$ cat src/rtl/bar_peak_feeder.sv
// bar_peak_feeder: windowed max, peak-hold and linear decay feeding an LED bar driver
module bar_peak_feeder #(
  parameter int DATA_W      = 4,
  parameter int REFRESH_DIV = 1000,
  parameter int HOLD_TICKS  = 8,
  parameter int DECAY_STEP  = 1
) (
  input  logic              clk,
  input  logic              rst,
  input  logic [DATA_W-1:0] sample_i,
  input  logic              sample_valid_i,
  input  logic              clr_i,
  output logic [DATA_W-1:0] level_o,
  output logic              level_update_o
);
  localparam int CW = $clog2(REFRESH_DIV);
  localparam int HW = HOLD_TICKS > 0 ? $clog2(HOLD_TICKS + 1) : 1;
  localparam logic [CW-1:0] CNT_MAX = CW'(REFRESH_DIV - 1);
  localparam logic [HW-1:0] HOLD_LD = HW'(HOLD_TICKS);
  localparam logic [DATA_W-1:0] STEP = DATA_W'(DECAY_STEP);
  typedef enum logic [1:0] {IDLE, HOLD, DECAY} state_t;
  state_t state, state_nx;
  logic [CW-1:0] cnt;
  logic [DATA_W-1:0] win, m, peak, peak_nx, dec, r, level_d;
  logic [HW-1:0] hold_cnt, hold_nx;
  logic tick, upd_d;
  assign tick = cnt == CNT_MAX;
  assign m = sample_valid_i && sample_i > win ? sample_i : win;
  assign dec = peak > STEP ? peak - STEP : '0;
  assign r = dec > m ? dec : m;
  // state register; only advances on a refresh tick, clear forces IDLE
  always_ff @(posedge clk or posedge rst) begin
    if (rst) state <= IDLE;
    else if (clr_i) state <= IDLE;
    else if (tick) state <= state_nx;
  end
  // next peak/hold/state as they would be committed at this tick
  always_comb begin
    state_nx = state;
    peak_nx = peak;
    hold_nx = hold_cnt;
    if (m > peak || (m == peak && peak != '0)) begin
      peak_nx = m;
      hold_nx = HOLD_LD;
      state_nx = HOLD_TICKS == 0 ? DECAY : HOLD;
    end else if (state == HOLD) begin
      hold_nx = hold_cnt - HW'(1);
      state_nx = hold_cnt <= HW'(1) ? DECAY : HOLD;
    end else if (state == DECAY) begin
      peak_nx = r;
      if (r == '0) state_nx = IDLE;
      else if (r == m) begin
        hold_nx = HOLD_LD;
        state_nx = HOLD_TICKS == 0 ? DECAY : HOLD;
      end
    end
  end
  // output values to present next cycle: clear publishes a zero level
  always_comb begin
    level_d = clr_i ? '0 : peak_nx;
    upd_d = clr_i | tick;
  end
  // refresh counter, window max, peak tracking and registered outputs
  always_ff @(posedge clk or posedge rst) begin
    if (rst) begin
      cnt <= '0;
      win <= '0;
      peak <= '0;
      hold_cnt <= '0;
      level_o <= '0;
      level_update_o <= 1'b0;
    end else begin
      cnt <= clr_i || tick ? '0 : cnt + CW'(1);
      win <= clr_i || tick ? '0 : m;
      peak <= clr_i ? '0 : tick ? peak_nx : peak;
      hold_cnt <= clr_i ? '0 : tick ? hold_nx : hold_cnt;
      level_o <= upd_d ? level_d : level_o;
      level_update_o <= upd_d;
    end
  end
endmodule

$ cat config.mk
export PLATFORM = sky130hd
export DESIGN_NAME = bar_peak_feeder
export DESIGN_NICKNAME = d
export VERILOG_FILES = /design/src/rtl/bar_peak_feeder.sv
export SDC_FILE = /design/constraint.sdc
export NUM_CORES = 1
export LEC_CHECK = 0
export ABC_AREA = 1
export BUFFER_PORTS_ARGS = -buffer_cell sky130_fd_sc_hd__clkbuf_2
export CORE_ASPECT_RATIO = 0.7
export CORE_MARGIN = 4
export CORE_UTILIZATION = 60
export CTS_CLUSTER_SIZE = 24
export DETAILED_ROUTE_END_ITERATION = 10
export GPL_TIMING_DRIVEN = 0
export PLACE_DENSITY = 0.78
export SLEW_MARGIN = 20
export SYNTH_ARGS = -nofsm -noshare
export SYNTH_HDL_FRONTEND = slang
export SYNTH_SLANG_ARGS = --single-unit
$ cat constraint.sdc
create_clock -name clk -period 8.9 [get_ports clk]
set_clock_uncertainty 0.15 [all_clocks]
set_input_delay 1.335 -clock clk [delete_from_list [all_inputs] [get_ports clk]]
set_output_delay 1.335 -clock clk [all_outputs]
set_load 0.01 [all_outputs]
; After elaboration in Yosys (flattened, before gate mapping)
; Index checks and enable logic that the tools add are counted.
; Widths: inputs -> output; s select.
[classes]
n_shift = 0
n_mux = 26
n_mul = 0
n_reduce_logical = 12
div_mod_pow = 0
n_eq_ne = 6
bitwise_logic = 1
add_sub_neg = 3
order_cmp = 5
[op_table]
columns = operator, n
row1 = $mux 4, 17
row2 = $mux 2, 8
row3 = $gt 4x4->1, 3
row4 = $reduce_bool 4->1, 3
row5 = $add 10x1->10 const B, 1
row6 = $eq 10x10->1 const B, 1
row7 = $mux 10, 1
row8 = $eq 4x4->1, 2
row9 = $sub 4x1->4 const B, 2
row10 = $reduce_bool 5->1, 1
row11 = $gt 4x1->1 const B, 1
row12 = $le 4x1->1 const B, 1
row13 = $logic_not 4->1, 1
row14 = $ne 4x4->1 const B, 1
row15 = $reduce_and 4->1, 1
row16 = $reduce_and 3->1, 1
row17 = $eq 2x1->1 const B, 1
row18 = $eq 2x2->1 const B, 1
row19 = $logic_and 1x1->1, 2
row20 = $logic_or 1x1->1, 2
row21 = $reduce_bool 2->1, 1
row22 = $or 1x1->1, 1
[word_totals]
mem_bits_rw = 0
romBits = 0
ff_bits = 29
memories = 0
latch_bits = 0
word_cells = 60
output_inout_bits = 5
inputBits = 8

; Depth between registers and ports, before layout
[logic_depth]
ltp_word = 13
ltp_mapped = 29
depth_no_buf = 28

; Worst setup path after synthesis
; No wires, ideal clock.
[synth_path]
kind = input to register
startpoint = input sample_i[3]
endpoint = register hold_cnt[2]
cell_stages = 23
required_ns = 8.633
arrival_ns = 3.577
path_slack_ns = 5.057
cell_sequence = ha_1 nand2_1 nor2_2 nor2_4 nand2_4 nand2_2 nand2_2 ha_1 nand2_1 inv_1 nand2_1 nand2_1 nand2_2 inv_2 buf_6 nand4_1 nand2_1 nor2_1 nand2_1 nand3_2 nand2_2 nand2_1 nand2_1
[synth_between]
elab_chain_len = 9
elab_cells_between_ends = 18
cone_classes = order compare: 3 / eq/ne: 3 / mux: 5 / reduce/logical: 7
[synth_rtl]
columns = element, line_no
row1 = "start, declared", 10  ; input logic [DATA_W-1:0] sample_i,
row2 = $gt 4x4->1, 28  ; assign m = sample_valid_i && sample_i > win ? sample_i : win;
row3 = $logic_and 1x1->1, 28
row4 = $mux 4 (*), 28
row5 = branches (longest 6 deep; another with $gt 4x4->1), n/a
row6 = "end signal, assigned", 76  ; hold_cnt <= clr_i ? '0 : tick ? hold_nx : hold_cnt;
row7 = "end, declared", 25  ; logic [HW-1:0] hold_cnt, hold_nx;
; Mark *: on every way between the ends. The select of a mux whose other input is x is not followed.
; A chain may end at the register's enable or synchronous reset.

; Worst setup path after layout
[layout_path]
startpoint = input sample_i[3]
endpoint = register hold_cnt[1]
; The elaborated chain is that of the path after synthesis.

==> flow_summary.toml <==
[sta]
worst_pin_slew_ns = 0.938
slew_violations = 0
hold_violations = 0
fmax_mhz = 244
relSlewSlack_pct = 37.4
finalCritPeriodShare_pct = 46.1
finalSetupViolations = 0
rsz0062_at_grt = "false"
setup_tns_ns = 0
finalWorstSetupSlack_ns = 4.79
post-route-min-period_ns = 4.11

[synthesis]
syn_inst = 289
synth_edf_count = 0
synth_ff_type = "dfrtp_1"
synthDistinctLibCells = 31
synth.avg_cell_area_um2 = 6.96
synth_nets = 316
synthArstFlopShare_pct = 100
seq_area_frac_synth_pct = 31.1
synth_seq_cells = 25
syn_area_um2 = 2010
yosys_warnings = 0

[detailed_routing]
detail_route.first_pass.iterations = 4
drcViolationCount = 0
ant_nets = 0
routed_wirelength_mm = 4.01
routed_via_density = 5.20
wire_per_inst_um = 11.7
routed-via-count = 1783
drt_iter0_markers = 146

[hold_path]
holdCritPathClass = "reg2reg"

[place]
io_buffers = 12
place_hpwl_mm = 3.19
pre_cts_ws_ns = 4.54
place_congestion = 0.878

[cts]
holdBufCountCts = 0
h-tree-depth = 1
cts_tree = "built"
cts_buffers = 3
clkTransAtPathRegs_ns = 0.09
cts_max_path_buffers = 2
root_buffer = "clkbuf_8"
cts_setup_buffers = 0
cts_resized = 0
insertion_delay_ns = 0.27
clock-sinks = 25

[die]
rows = 17
dieWidth_um = 77.2
die_height_um = 56.5
start_util_pct = 63.1
core_area_um2 = 3190
ioPinCount = 13
die_area_um2 = 4360

[critical_path]
critical_path_arrival_ns = 4.12
cp-end-kind = "flip-flop"
cp_max_fo = 10
required_ns = 8.92
startpoint_type = "input pin"
reg2reg_slack_ns = 5.52
critPathBufInv = 3
cpMostUsedCell = "nand2_1"
worstSetupPathType = "in2reg"
path_cells = "clkbuf_2 > ha_1 > nand2_1 > nor2_2 > nor2_4 > nand2_4 > nand2_2 > nand2_2 > ha_1 > a21oi_1 > nand2_1 > nand2_2 > inv_2 > buf_6 > nand4_1 > nand2_1 > nor2_1 > nand2_1 > nand3_2 > nand2_2 > nand2_1 > nand2_1"
crit_slowest_cell = "ha_1"
cp_slowest_stage_delay_ns = 0.33
cp_top_family = "simple AND/OR/NAND/NOR gates"

[global_route]
grt.overflow.total = 0
grt_pass1_wl_mm = 7.04
antenna_found_initial = 0
grtUsageTotal_pct = 19.6
grt_max_degree = 26
grt_pass1_vias = 1551

[final_layout]
antennaDiodeCount = 0
post_route_cells_drive_above_1_share_pct = 13.1
final_nets = 333
area_delta_synth_final_pct = 7.65

[run]
maxCapViolCount = 0

[power]
clockPowerShare_pct = 9.4
swShare_pct = 53.2
p_leak_uw = 0.00119
combinationalPowerShare_pct = 69.8
p_switching_uw = 376
power_density_nw_per_um2 = 327
seq_power_share_pct = 20.7
ir_drop_mv = 0.186
intPower_uw = 331

[outcome]
status = "finished clean"
[cells in the final DEF (no fill, tap or decap), drive strengths merged]
master	instances
ha	19
clkinv	1
nand2	87
clkbuf	15
nor4b	1
xor2	2
inv	49
nand3b	1
o21ai	16
or2	1
nor3	6
a21oi	10
nand4	5
nor2	30
dfrtp	25
nor3b	1
buf	2
a41oi	1
xnor2	1
o22ai	4
nand3	26
o221a	1
a31o	1
[through the flow]
stage          hold WS [ns]  total power [uW]  instance area [um^2]  util (%)  std cells
4_1_cts               0.319               704                  2170      67.9        343
5_1_grt               0.349               800                  2170      67.9        343
2_1_floorplan         0.283               536                  2010         -        289
6_report              0.318               707                  2170      67.9        343
3_5_place_dp          0.308               635                  2120      66.4        339
3_3_place_gp          0.303               632                  2120      66.4        339
[path summary, 6_finish.rpt]
check,startpoint,end,cells past startpoint
hold reg to reg,cnt[0]$_DFF_PP0_,cnt[0]$_DFF_PP0_,1
setup reg to reg,win[3]$_DFF_PP0_,hold_cnt[1]$_DFFE_PP0P_,22
hold / removal,cnt[0]$_DFF_PP0_,cnt[0]$_DFF_PP0_,1
max in group asynchronous,rst,cnt[5]$_DFF_PP0_,2
setup / recovery,sample_i[3],hold_cnt[1]$_DFFE_PP0P_,22
min in group asynchronous,rst,cnt[4]$_DFF_PP0_,2
[worst reg2reg max path, cell delays in order (launching register included)]
cell	delay, ns
dfrtp_1	0.39
inv_1	0.11
ha_1	0.25
nand2_1	0.10
nor2_2	0.06
nor2_4	0.20
nand2_4	0.12
nand2_2	0.10
nand2_2	0.10
ha_1	0.33
a21oi_1	0.16
nand2_1	0.08
nand2_2	0.18
inv_2	0.10
buf_6	0.15
nand4_1	0.10
nand2_1	0.06
nor2_1	0.11
nand2_1	0.11
nand3_2	0.13
nand2_2	0.09
nand2_1	0.06
nand2_1	0.05
[logic make-up after synthesis]
logic type      count (synthesis)  synth area share, %
fa+ha+maj                      19                 11.8
compound gates                 33                 9.70
xor+xnor                        3                 1.31
simple gates                  158                 36.2
flops                          25                 31.1
buf+inv                        51                 9.89
[flip-flops by register name (all words and copies together) (netlist names)]
register        cells
cnt                10
hold_cnt            4
level_o             4
win                 4
state               2
level_update_o      1
[cell usage after synthesis (2+ instances only)]
master / number / area (um^2)
dfrtp_1: 25 / 626
nand3_1: 25 / 125
nand2_2: 13 / 81.3
nor2_1: 27 / 101
nand4_1: 5 / 31.3
a21oi_1: 9 / 45.0
ha_1: 19 / 238
o21ai_0: 12 / 60.1
o22ai_1: 4 / 25.0
nand2_1: 73 / 274
xor2_1: 2 / 17.5
o21ai_1: 4 / 20.0
inv_1: 48 / 180
nor3_1: 5 / 25.0
nor2_4: 2 / 22.5
[final cells by class]
cell class / instances / area, um^2
multi-input combinational: 213 / 1190
fill: 283 / 1020
sequential: 25 / 626
inverter: 49 / 184
timing repair buffer: 12 / 60.1
tap: 38 / 47.5
clock buffer: 3 / 41.3
buffer: 2 / 15.0
clock inverter: 1 / 5.00
[layer usage]
layer	track usage (%)	up-vias	part of all wire (%)
met5	0	-	0
met4	1.52	0	0
met3	3.53	0	7.2
met2	28.7	51	39
met1	31.0	768	53
li1	-	964	-
[power groups by stage]
| stage | clock network [uW] | logic, uW | registers [uW] |
|---|---|---|---|
| final | 66.7 | 494 | 147 |
| after detailed placement | 0 | 487 | 149 |
| after global placement | 0 | 484 | 148 |
| after CTS | 68.3 | 490 | 146 |
| after global routing | 73.9 | 577 | 149 |
| after floorplan | 0 | 389 | 147 |
Note: power is estimated with default switching activity, not from simulation.
